`src/rtl/irq_controller.sv`:
```
// rtl/irq_controller.sv - vectored, masked, fixed-priority interrupt controller
//
// Latches up to NUM_IRQ interrupt lines (edge or level per channel), applies a
// per-channel mask and lowest-index-wins priority, raises one request to the
// control unit, sequences the two-cycle PC push and supplies the handler
// vector. Further requests are blocked until RTI retires.
//
// Ports:
//   i_clk          clock, rising edge
//   i_rst_n        asynchronous active-low reset
//   i_irq_in       raw interrupt lines, synchronous to i_clk
//   i_mask_we      mask register write strobe
//   i_mask_wdata   new mask, bit=1 disables the channel
//   i_int_ack      control unit accepted the request at a fetch boundary
//   i_rti_done     one-cycle pulse when RTI leaves the memory stage
//   o_int_req      request to the control unit
//   o_push_step    11 = push PC low half, 01 = push PC high half, 00 = idle
//   o_vector_out   handler address of the selected channel
//   o_active_id    selected channel
//   o_in_service   handler running, nesting blocked
//   o_pending      current pending bits, before masking
module irq_controller #(
    parameter int                 NUM_IRQ       = 4,
    parameter logic [NUM_IRQ-1:0] EDGE_MASK     = {NUM_IRQ{1'b1}},
    parameter logic [31:0]        VECTOR_BASE   = 32'h0000_0000,
    parameter logic [31:0]        VECTOR_STRIDE = 32'h0000_0002,
    localparam int                ID_W          = (NUM_IRQ > 1) ? $clog2(NUM_IRQ) : 1
) (
    input  logic               i_clk,
    input  logic               i_rst_n,
    input  logic [NUM_IRQ-1:0] i_irq_in,
    input  logic               i_mask_we,
    input  logic [NUM_IRQ-1:0] i_mask_wdata,
    input  logic               i_int_ack,
    input  logic               i_rti_done,
    output logic               o_int_req,
    output logic [1:0]         o_push_step,
    output logic [31:0]        o_vector_out,
    output logic [ID_W-1:0]    o_active_id,
    output logic               o_in_service,
    output logic [NUM_IRQ-1:0] o_pending
);

    typedef enum logic [2:0] {
        S_IDLE,
        S_REQ,
        S_PUSH_LO,
        S_PUSH_HI,
        S_SERVICE
    } state_t;

    state_t             r_state;
    state_t             w_state_next;

    logic [NUM_IRQ-1:0] r_prev_irq;
    logic [NUM_IRQ-1:0] r_pend_edge;
    logic [NUM_IRQ-1:0] r_mask;
    logic [ID_W-1:0]    r_active_id;
    logic [31:0]        r_vector;

    logic [NUM_IRQ-1:0] w_set;
    logic [NUM_IRQ-1:0] w_clr;
    logic [NUM_IRQ-1:0] w_pending;
    logic [NUM_IRQ-1:0] w_eligible;
    logic               w_any;
    logic [ID_W-1:0]    w_winner;
    logic [31:0]        w_vec;
    logic               w_accept;

    // Level channels follow the line directly; gating with reset keeps the
    // pending output at zero while reset is held.
    assign w_pending  = (r_pend_edge & EDGE_MASK) | (i_irq_in & ~EDGE_MASK & {NUM_IRQ{i_rst_n}});
    assign w_eligible = w_pending & ~r_mask;
    assign w_any      = |w_eligible;
    assign w_set      = i_irq_in & ~r_prev_irq & EDGE_MASK;
    assign w_accept   = (r_state == S_REQ) && i_int_ack;

    // Lowest index wins: scan downwards so the last hit is the smallest index.
    always_comb begin
        w_winner = '0;
        for (int i = NUM_IRQ - 1; i >= 0; i--) begin
            if (w_eligible[i]) begin
                w_winner = ID_W'(i);
            end
        end
    end

    // Only the accepted channel's latched edge is consumed.
    always_comb begin
        w_clr = '0;
        for (int i = 0; i < NUM_IRQ; i++) begin
            w_clr[i] = w_accept && (r_active_id == ID_W'(i));
        end
    end

    // 32-bit unsigned arithmetic; overflow wraps.
    assign w_vec = VECTOR_BASE + (32'(w_winner) * VECTOR_STRIDE);

    always_ff @(posedge i_clk or negedge i_rst_n) begin
        if (!i_rst_n) begin
            r_state <= S_IDLE;
        end else begin
            r_state <= w_state_next;
        end
    end

    always_comb begin
        w_state_next = r_state;
        o_int_req    = 1'b0;
        o_push_step  = 2'b00;
        o_in_service = 1'b0;
        case (r_state)
            S_IDLE: begin
                if (w_any) begin
                    w_state_next = S_REQ;
                end
            end
            S_REQ: begin
                o_int_req = 1'b1;
                if (i_int_ack) begin
                    w_state_next = S_PUSH_LO;
                end
            end
            S_PUSH_LO: begin
                o_push_step  = 2'b11;
                w_state_next = S_PUSH_HI;
            end
            S_PUSH_HI: begin
                o_push_step  = 2'b01;
                w_state_next = S_SERVICE;
            end
            S_SERVICE: begin
                o_in_service = 1'b1;
                if (i_rti_done) begin
                    w_state_next = S_IDLE;
                end
            end
            default: begin
                w_state_next = S_IDLE;
            end
        endcase
    end

    // A new edge in the acceptance cycle re-sets the bit (set wins over clear).
    always_ff @(posedge i_clk or negedge i_rst_n) begin
        if (!i_rst_n) begin
            r_prev_irq  <= '0;
            r_pend_edge <= '0;
            r_mask      <= '0;
            r_active_id <= '0;
            r_vector    <= VECTOR_BASE;
        end else begin
            r_prev_irq  <= i_irq_in;
            r_pend_edge <= ((r_pend_edge & ~w_clr) | w_set) & EDGE_MASK;
            if (i_mask_we) begin
                r_mask <= i_mask_wdata;
            end
            // The winner is frozen on leaving IDLE; later arrivals never preempt.
            if ((r_state == S_IDLE) && w_any) begin
                r_active_id <= w_winner;
                r_vector    <= w_vec;
            end
        end
    end

    assign o_active_id  = r_active_id;
    assign o_vector_out = r_vector;
    assign o_pending    = w_pending;

endmodule

```
`config.mk`:
```
export PLATFORM = sky130hd
export DESIGN_NAME = irq_controller
export DESIGN_NICKNAME = d
export VERILOG_FILES = /design/src/rtl/irq_controller.sv
export SDC_FILE = /design/constraint.sdc
export NUM_CORES = 1
export LEC_CHECK = 0
export CAP_MARGIN = 40
export CORE_MARGIN = 5
export CORE_UTILIZATION = 35
export CTS_CLUSTER_DIAMETER = 100
export DETAILED_ROUTE_END_ITERATION = 10
export DONT_BUFFER_PORTS = 1
export PLACE_DENSITY = 0.56
export SLEW_MARGIN = 30
export SYNTH_ARGS = -nofsm -noshare
export SYNTH_HDL_FRONTEND = slang
export SYNTH_SLANG_ARGS = --single-unit
```
`constraint.sdc`:
```
create_clock -name i_clk -period 1.55 [get_ports i_clk]
set_clock_uncertainty 0.15 [all_clocks]
set_input_delay 0.155 -clock i_clk [delete_from_list [all_inputs] [get_ports i_clk]]
set_output_delay 0.155 -clock i_clk [all_outputs]
set_load 0.01 [all_outputs]
```
==> results by group <==
CTS
  – Total CTS buffers: 3
  – Worst-Skew Late Latency: between 200 and 300 ps
  – Worst-case clock buffer depth: 2
  – CTS tree: built
  – Clock transition at the registers of the reported paths: about 100 ps
  – Root buf cell: clkbuf_4
  – CTS Sinks: 17
  – H-tree depth: 1

Drt
  – DR DRC count: 0
  – Routed vias: ~600
  – Avg WL per Cell: between 10 and 15 um
  – Drt first pass iters: 4
  – Vias per inst: between 4 and 5
  – Post-route antenna net violation count: 0
  – Drt first-iter violations: 12
  – Routed Wire Length: about 1700 um

Placed design
  – HPWL Detailed: 1343 um
  – Cell Area, Placed: slightly below 900 um2
  – Quantity of I/O buffers inserted on ports: 0
  – Placer Congestion: around 0.73

STA
  – Endpoints failing hold: 0
  – Fin crit period: approximately 1500 ps
  – Slew Viols, Final: 0
  – Setup violators final: 0
  – RSZ-0062 raised after global routing: false
  – Aggregate negative setup slack: 0 ps
  – Hold Slack: roughly 73 ps
  – Share of the clock period used by the worst path: a little over nine tenths
  – Max Freq: 670.9 MHz

Worst setup path
  – R2R Path Start: r_mask[2]$_DFFE_PN0P_
  – Worst setup startpoint: i_mask_wdata[2]
  – Slowest cell on crit path: dlygate4sd3_1
  – Critical path peak fanout: 1
  – CP required: ~1600 ps
  – Worst path most repeated cell: dlygate4sd3_1
  – Crit-path max cell delay: 560 ps
  – Crit path cell chain: dlygate4sd3_1 -> mux2_2 -> dlygate4sd3_1
  – R2R Setup Slk: approximately 80 ps
  – Arrival @ worst endpoint: about 1500 ps
  – Worst setup path category: in -> reg
  – Critical Path Sink Type: flop
  – Startpoint types: primary input

Yosys
  – Sequential area share after synthesis: between 40% and 50%
  – Syn_area_per_cell: just over 10 um2
  – FF+latch count, synth: 17
  – Synth top area share: around 44%
  – Synth area leader: dfrtp_1
  – Top cells by area, synth: dfrtp_1 44%, buf_4 25%, mux2_2 4.7%, o21ai_0 4.2%, nand4bb_4 2.9%
  – Syn Std Cell Area: a little under 1000 um2
  – Gate Count Post-Synth: 95
  – Top_reg_cell synth: dfrtp_1
  – Async set or reset register ratio after synthesis: between 90% and 100%
  – Synthesis warning total: 0
  – Netlist cell types: 20
  – Number of synthesized flops with an enable pin: 0
  – Most frequent cells after synthesis: 32 x buf_4, 17 x dfrtp_1, 8 x o21ai_0
  – Most common cell in the netlist: buf_4

Cells and area
  – Fillcell total: between 200 and 300
  – Number of diodes: 0
  – Final Cell Area: 1075 um2
  – Layout cell share with drive strength beyond 1: around 12%
  – Area Growth Syn to Fin: 11.41%
  – Final #Nets: roughly 130

Min path
  – Worst hold path class: in -> async

Global route
  – Largest net degree at the start of global routing: 18
  – Vias in the first global route: between 500 and 600
  – Total grt overflow: 0
  – Initial antenna violation count: 0
  – Tot GR Track Use: ~8.4%
  – First-pass GRT wire length: 2670 um

Floorplanning
  – Chip width: roughly 63 um
  – Die area: 3906 um2
  – Core Area: 2710 um2
  – Die Y: 62.50 um
  – I/O pins: 55
  – Starting Density: a little over a third
  – Core Rows: 19

Pwr
  – Maximum VDD drop: about 850 uV
  – PD cells: 1448 nW/um2
  – Static leakage: between 0.5 and 0.6 nW

Outcome
  – Status: finished clean

Run
  – Max-cap check violation count: 0
worst max-delay path, delay by kind of cell:
kind                   cells  cell delay (ps)
buffers and inverters      2             1100
muxes                      1              260
worst paths after layout:
| check | to | depth (start not counted) |
|---|---|---|
| max reg2reg | r_mask[2]$_DFFE_PN0P_ | 2 |
| max | r_mask[2]$_DFFE_PN0P_ | 3 |
| max in group asynchronous | r_state[0]$_DFFE_PN0P_ | 2 |
| min | r_prev_irq[3]$_DFF_PN0_ | 1 |
| min reg2reg | o_pending[0]$_DFF_PN0_ | 1 |
| min in group i_clk | o_pending[0]$_DFF_PN0_ | 1 |
flip-flops by register name, indices dropped and copies added, names as in the netlist:
name          cells
o_pending         4
r_mask            4
r_state           3
r_prev_irq        4
o_vector_out      2
per-stage QoR:
stage | util, % | std cells | setup WS, ps | power [mW]
after floorplan | - | 124 | 358.9 | 1.220
after global placement | 32.46 | 124 | 188.1 | 1.266
final | 39.66 | 144 | 59.48 | 1.556
after CTS | 39.01 | 143 | 6.487 | 1.564
after global routing | 39.66 | 144 | 15.24 | 1.687
after detailed placement | 32.46 | 124 | 214.5 | 1.274
power by group:
group          internal (mW)  switching [mW]
logic                  0.261           0.263
registers              0.570           0.230
clock network         0.0960           0.137
total                  0.927           0.630
layer usage:
layer	part of all wire (%)	global-route usage (%)	wire length (um)
met1	38	8.909	647
met4	0.87	4.775	15
met5	0	0	0
met2	49	14.64	848
met3	12	2.518	214
cell families (layout without fill, tap and decap cells):
| family | after synthesis | in the layout | share of synthesized area [%] |
|---|---|---|---|
| DFF | 17 | 17 | 44.10 |
| muxes | 4 | 4 | 4.669 |
| and+or+nand+nor | 16 | 16 | 11.80 |
| buffers and inverters | 39 | 28 | 27.63 |
| AOI/OAI and AO/OA | 18 | 18 | 11.41 |
| other | 1 | 30 | 0.3887 |
final cells by class:
class	instances	area, um2	share of cell area, %
multi-input cells	68	386.6	35.97
flip-flops and latches	17	426.7	39.70
well taps	31	38.79	3.609
repair buffers	17	168.9	15.72
clock inverters	1	5.005	0.4657
clock buffers	3	22.52	2.095
inverters	7	26.28	2.445
cells in the final DEF (no fill, tap or decap), drive strengths merged:
master       instances
nor2b                4
clkinv               1
buf                  2
o31ai                2
conb                30
nor3                 1
nand2b               3
nand4bb              1
nor4                 1
nand2                3
clkbuf               3
o21ai               10
dfrtp               17
a211oi               1
mux2                 4
o21a                 3
inv                  7
a22oi                1
dlygate4sd3         15
nor2                 2
nor3b                1
a21o                 1
what timing repair did:
item | in CTS | in global routing
setup endpoints to repair | 0 | 1
setup buffers | 0 | 0
gates resized for setup | 0 | 2
hold endpoints to repair | 32 | 0
hold buffers | 15 | 0
Power figures use the tool's default switching activity.
